[src/rtl/trng_pkg.sv]
// Shared constants for the TRNG byte packer: byte width, default FIFO depth,
// default repetition-count limit and the repetition-counter width.
package trng_pkg;
   localparam int BYTE_W         = 8;
   localparam int FIFO_DEPTH_DEF = 4;
   localparam int RCT_LIMIT_DEF  = 32;
   localparam int RCT_W          = 8;
endpackage

[src/rtl/trng_fifo.sv]
// First-word fall-through byte FIFO; pointers carry one extra wrap bit so
// that full and empty can be told apart.
module trng_fifo
   import trng_pkg::*;
#(
   parameter int DEPTH = FIFO_DEPTH_DEF
) (
   input  logic              clk,
   input  logic              reset,
   input  logic              push,
   input  logic [BYTE_W-1:0] din,
   input  logic              pop,
   output logic [BYTE_W-1:0] dout,
   output logic              full,
   output logic              empty
);
   localparam int AW = (DEPTH > 1) ? $clog2(DEPTH) : 1;

   logic [AW:0]       wr_q, wr_d, rd_q, rd_d;
   logic [BYTE_W-1:0] mem_q [DEPTH];
   logic [BYTE_W-1:0] mem_d [DEPTH];
   logic              wr_en, rd_en;

   assign empty = (wr_q == rd_q);
   assign full  = (wr_q[AW] != rd_q[AW]) && (wr_q[AW-1:0] == rd_q[AW-1:0]);
   assign wr_en = push & (~full | pop);
   assign rd_en = pop & ~empty;
   assign dout  = empty ? '0 : mem_q[rd_q[AW-1:0]];

   // When full, the write slot is the head slot; the head has already been
   // presented on dout this cycle, so overwriting it on a pop is safe.
   always_comb begin
      mem_d = mem_q;
      wr_d  = wr_q;
      rd_d  = rd_q;
      if (wr_en) begin
         mem_d[wr_q[AW-1:0]] = din;
         wr_d                = wr_q + 1'b1;
      end
      if (rd_en) begin
         rd_d = rd_q + 1'b1;
      end
   end

   always_ff @(posedge clk) begin
      mem_q <= mem_d;
   end

   always_ff @(posedge clk or posedge reset) begin
      if (reset) begin
         wr_q <= '0;
         rd_q <= '0;
      end else begin
         wr_q <= wr_d;
         rd_q <= rd_d;
      end
   end
endmodule

[src/rtl/trng_byte_packer.sv]
// Packs strobed TRNG bits MSB-first into bytes, buffers them in a FIFO and
// runs a repetition-count health test. Optional macro: TRNG_VN_DEBIAS_EN.
module trng_byte_packer
   import trng_pkg::*;
#(
   parameter int FIFO_DEPTH = FIFO_DEPTH_DEF,
   parameter int RCT_LIMIT  = RCT_LIMIT_DEF
) (
   input  logic              clk,
   input  logic              reset,
   input  logic              en,
   input  logic              random,
   input  logic              pulse,
   output logic [BYTE_W-1:0] out_data,
   output logic              out_valid,
   input  logic              out_ready,
   output logic              overflow,
   output logic              health_fail
);
   logic [BYTE_W-1:0] sr_q, sr_d, push_byte;
   logic [2:0]        cnt_q, cnt_d;
   logic [RCT_W-1:0]  rct_q, rct_d;
   logic              prev_bit_q, prev_bit_d, prev_vld_q, prev_vld_d;
   logic              overflow_q, overflow_d, health_q, health_d;
   logic              bit_acc, feed, feed_bit, trip, push, pop, full, empty;

   assign bit_acc = pulse & en;

`ifdef TRNG_VN_DEBIAS_EN
   logic pair_have_q, pair_have_d, pair_a_q, pair_a_d;

   // Von Neumann pairing: 10 -> 1, 01 -> 0, equal pairs produce nothing.
   always_comb begin
      pair_have_d = pair_have_q;
      pair_a_d    = pair_a_q;
      feed        = 1'b0;
      feed_bit    = pair_a_q;
      if (!en) begin
         pair_have_d = 1'b0;
         pair_a_d    = 1'b0;
      end else if (bit_acc) begin
         if (!pair_have_q) begin
            pair_have_d = 1'b1;
            pair_a_d    = random;
         end else begin
            pair_have_d = 1'b0;
            feed        = pair_a_q ^ random;
         end
      end
   end

   always_ff @(posedge clk or posedge reset) begin
      if (reset) begin
         pair_have_q <= 1'b0;
         pair_a_q    <= 1'b0;
      end else begin
         pair_have_q <= pair_have_d;
         pair_a_q    <= pair_a_d;
      end
   end
`else
   assign feed     = bit_acc;
   assign feed_bit = random;
`endif

   // Repetition-count test sees every raw accepted bit, before debiasing.
   always_comb begin
      rct_d      = rct_q;
      prev_bit_d = prev_bit_q;
      prev_vld_d = prev_vld_q;
      if (bit_acc) begin
         prev_vld_d = 1'b1;
         prev_bit_d = random;
         if (prev_vld_q && (prev_bit_q == random)) begin
            rct_d = (rct_q == {RCT_W{1'b1}}) ? rct_q : rct_q + 1'b1;
         end else begin
            rct_d = RCT_W'(1);
         end
      end
   end

   assign trip     = bit_acc && (rct_d == RCT_W'(RCT_LIMIT));
   assign health_d = health_q | trip;

   assign push_byte = {sr_q[BYTE_W-2:0], feed_bit};
   assign out_valid = ~empty;
   assign pop       = out_valid & out_ready;

   always_comb begin
      sr_d  = sr_q;
      cnt_d = cnt_q;
      push  = 1'b0;
      if (!en || health_d) begin
         sr_d  = '0;
         cnt_d = '0;
      end else if (feed) begin
         sr_d  = push_byte;
         cnt_d = cnt_q + 1'b1;
         push  = (cnt_q == 3'd7);
      end
   end

   assign overflow_d = overflow_q | (push & full & ~pop);

   always_ff @(posedge clk or posedge reset) begin
      if (reset) begin
         sr_q       <= '0;
         cnt_q      <= '0;
         rct_q      <= '0;
         prev_bit_q <= 1'b0;
         prev_vld_q <= 1'b0;
         overflow_q <= 1'b0;
         health_q   <= 1'b0;
      end else begin
         sr_q       <= sr_d;
         cnt_q      <= cnt_d;
         rct_q      <= rct_d;
         prev_bit_q <= prev_bit_d;
         prev_vld_q <= prev_vld_d;
         overflow_q <= overflow_d;
         health_q   <= health_d;
      end
   end

   trng_fifo #(
      .DEPTH (FIFO_DEPTH)
   ) u_fifo (
      .clk   (clk),
      .reset (reset),
      .push  (push),
      .din   (push_byte),
      .pop   (pop),
      .dout  (out_data),
      .full  (full),
      .empty (empty)
   );

   assign overflow    = overflow_q;
   assign health_fail = health_q;
endmodule

[config.mk]
export PLATFORM = sky130hd
export DESIGN_NAME = trng_byte_packer
export DESIGN_NICKNAME = d
export VERILOG_FILES = /design/src/rtl/trng_pkg.sv /design/src/rtl/trng_fifo.sv /design/src/rtl/trng_byte_packer.sv
export SDC_FILE = /design/constraint.sdc
export NUM_CORES = 1
export LEC_CHECK = 0
export ABC_AREA = 1
export CAP_MARGIN = 20
export CORE_MARGIN = 4
export CORE_UTILIZATION = 50
export CTS_BUF_LIST = sky130_fd_sc_hd__clkbuf_2 sky130_fd_sc_hd__clkbuf_4 sky130_fd_sc_hd__clkbuf_8
export DETAILED_ROUTE_END_ITERATION = 7
export PLACE_DENSITY = 0.79
export SLEW_MARGIN = 20
export SYNTH_ARGS = -nofsm -noshare
export SYNTH_HDL_FRONTEND = slang
export SYNTH_SLANG_ARGS = --single-unit
export TNS_END_PERCENT = 10
[constraint.sdc]
create_clock -name clk -period 5.3 [get_ports clk]
set_clock_uncertainty 0.2 [all_clocks]
set_input_delay 1.325 -clock clk [delete_from_list [all_inputs] [get_ports clk]]
set_output_delay 1.325 -clock clk [all_outputs]
set_load 0.01 [all_outputs]
==> summary.txt <==
Critical path
  • Crit. End Element: output pin
  • Critical Path AT: 2.39 ns
  • CP required: between 3 and 4 ns
  • Max FO, Critical Path: 19
  • Reg-to-reg slack, setup: roughly 2.4 ns
  • CP Class: register to output pin
  • CP startpoint kind: register

Place
  • Final RePlAce weighted congestion: 0.862
  • PortBufs: 16
  • Detailed placement HPWL: 3.80 mm

CTS
  • Max H-tree Level: 3
  • CTS buffer count: 9
  • CTS tree: done
  • CTS root buf: clkbuf_8
  • Clock buffer depth: 2
  • Total setup buffers inserted after CTS: 0
  • CTS sink cnt: 60
  • Reg clk slew, reported paths: 0.07 ns
  • Clk_lat worst skew: around 0.34 ns
  • Hold bufs inserted after CTS: 0
  • CTS resizes: 0

GRT
  • Vias in the first global route: between 1500 and 2000
  • Initial antenna violation count: 0
  • Largest net degree at the start of global routing: 29
  • Total grt overflow: 0
  • GR Util All Layers: roughly 16%
  • First-pass GRT wire length: 8.88 mm

Yosys
  • Synthesized area: about 0.0029 mm2
  • Yosys cell types: 30
  • Synth top area share: 33.5%
  • Synth warnings: 0
  • Syn Area/Cell: 9.83 um2
  • Syn_nets: 306
  • Sequential share of the synthesized area: between 50% and 60%
  • EDFF count, synth: 32
  • Synth area leader: edfxtp_1
  • Ys flop type: edfxtp_1
  • Yosys reg bits: 60
  • Asr flop ratio synth: 46.7%
  • Cells after Synth: 292
  • Synth top area cells: edfxtp_1, dfrtp_1, nand2_1, inv_1, nand3_1

Drt
  • # DRC: 0
  • Per-cell routed wire length: 13.9 um
  • DR vias/cell: 5.29
  • DRT Pass-1 Iters: 5
  • Vias: 2057
  • DRT iter0 DRCs: 204
  • Final wirelength: 5.40 mm
  • Final ANT Viol Nets: 0

Pwr
  • Comb pwr share: 27.3%
  • Overall power: between 0.001 and 0.0015 W
  • Leak pwr: 1.52 nW
  • Power per Cell Area: 417 mW/mm2
  • Sequential power share: approximately two fifths
  • Psw: 0.000416 W
  • Clock share of power: between 30% and 40%
  • Peak supply drop: 0.250 mV
  • Sw frac: around 30%
  • Internal power: 0.000957 W

Die
  • Die Area: between 0.007 and 0.008 mm2
  • Die W: 83.8 um
  • Core footprint: 0.00554 mm2
  • Die height: approximately 84 um
  • Starting Density: 51.8%
  • IO Count: 17
  • Rows: 27

STA
  • Max Clk Rate: 255 MHz
  • TNS Setup: 0 ns
  • Final Cycle Share: 73.9%
  • Rel. slew slack: 54.0%
  • RSZ-0062 raised after global routing: no
  • Pins Over Slew Limit: 0
  • Final setup fails: 0
  • Final hold violation count: 0
  • Tmin final: 3.92 ns
  • Slew @ Worst Pin: 0.688 ns

Layout
  • Proportion of layout cells with a drive suffix above 1: a little under an eighth
  • N_diodes: 0
  • Fin util: 59.5%
  • Area grow syn2layout: 14.9%
  • Final nets: 326
  • Most frequent cells in the layout: nand2_1, inv_1, edfxtp_1, nor2_1, dfrtp_1
  • Most common cell after layout, fill and taps aside: nand2_1

Hold path
  • Hold/Removal Path Class: register to register

Outcome
  • Status: complete, no violations

Flow run
  • Max Cap Viol: 0
kinds of logic (layout without fill, tap and decap cells):
| group | Yosys count | after routing | share of synthesized area [%] |
|---|---|---|---|
| xor+xnor | 6 | 6 | 1.83 |
| buf+inv | 48 | 73 | 6.85 |
| compound gates | 32 | 32 | 6.41 |
| flops | 60 | 60 | 57.9 |
| fa+ha+maj | 8 | 8 | 3.49 |
| simple gates | 138 | 138 | 23.5 |
synthesized netlist by cell type, types with 2 or more instances:
master / number
ha_1: 8
xor2_1: 2
clkbuf_1: 4
nand2_2: 3
nor2_1: 30
nand2_4: 2
o21ai_0: 21
edfxtp_1: 32
dfrtp_1: 28
inv_2: 2
nor2_4: 3
o22ai_1: 8
nand4_1: 8
inv_1: 38
nand3_2: 3
xnor2_1: 4
nand2_1: 56
nor2_2: 3
nand3_1: 26
worst max-delay path, cell delays in order, from the launching register on:
cell and delay (ns):
dfrtp_1 0.70, inv_1 0.39, o21ai_0 0.30, o22ai_1 0.10, nand2_1 0.06, inv_1 0.04
clkdlybuf4s50_1 0.47
metrics by stage:
step	hold slack [ns]	std cells	instance area [um2]	setup WS [ns]
after global routing	0.295	389	3300	1.16
after CTS	0.266	389	3300	1.37
after floorplan	0.223	292	2870	2.11
after detailed placement	0.248	373	3080	1.15
after global placement	0.240	373	3080	1.26
final	0.272	389	3300	1.38
worst paths after layout:
check / cells after the start / endpoint / start
worst max register to register: 13 / u_fifo.mem_q[7] / rct_q[0]
max in group asynchronous: 2 / sr_q[0] / reset
worst min-delay path: 2 / prev_vld_q / prev_vld_q
worst max-delay path: 6 / out_data[7] / u_fifo.rd_q[0]
worst min register to register: 2 / prev_vld_q / prev_vld_q
min in group asynchronous: 2 / cnt_q[2] / reset
layout make-up:
class                   instances  area (um2)
clock buffers                  11         139
clock inverters                 5        76.3
flip-flops and latches         60        1660
inverters                      41         159
fillers                       462        2240
well taps                      72        90.1
multi-input cells             184        1010
repair buffers                 16         160
layer usage:
metal,wire length (um),track usage [%],vias up,share of wire (%)
met1,2340,21.0,975,43
met5,0,0,-,0
li1,-,-,1009,-
met3,346,4.44,10,6.4
met4,86,7.46,0,1.6
met2,2620,25.7,63,49
registers in the layout (all words and copies together), names as in the netlist:
signal        count
cnt_q             3
health_fail       1
u_fifo.mem_q     32
u_fifo.wr_q       3
rct_q             8
prev_bit_q        1
prev_vld_q        1
sr_q              7
u_fifo.rd_q       3
overflow          1
power groups by stage:
stage	registers (W)	logic, W	clock network (W)
detailed placement	0.000568	0.000375	0
finish	0.000560	0.000375	0.000439
global route	0.000565	0.000419	0.000472
CTS	0.000559	0.000377	0.000449
global placement	0.000567	0.000368	0
floorplan	0.000537	0.000266	0
(Power assumes the default switching activity.)
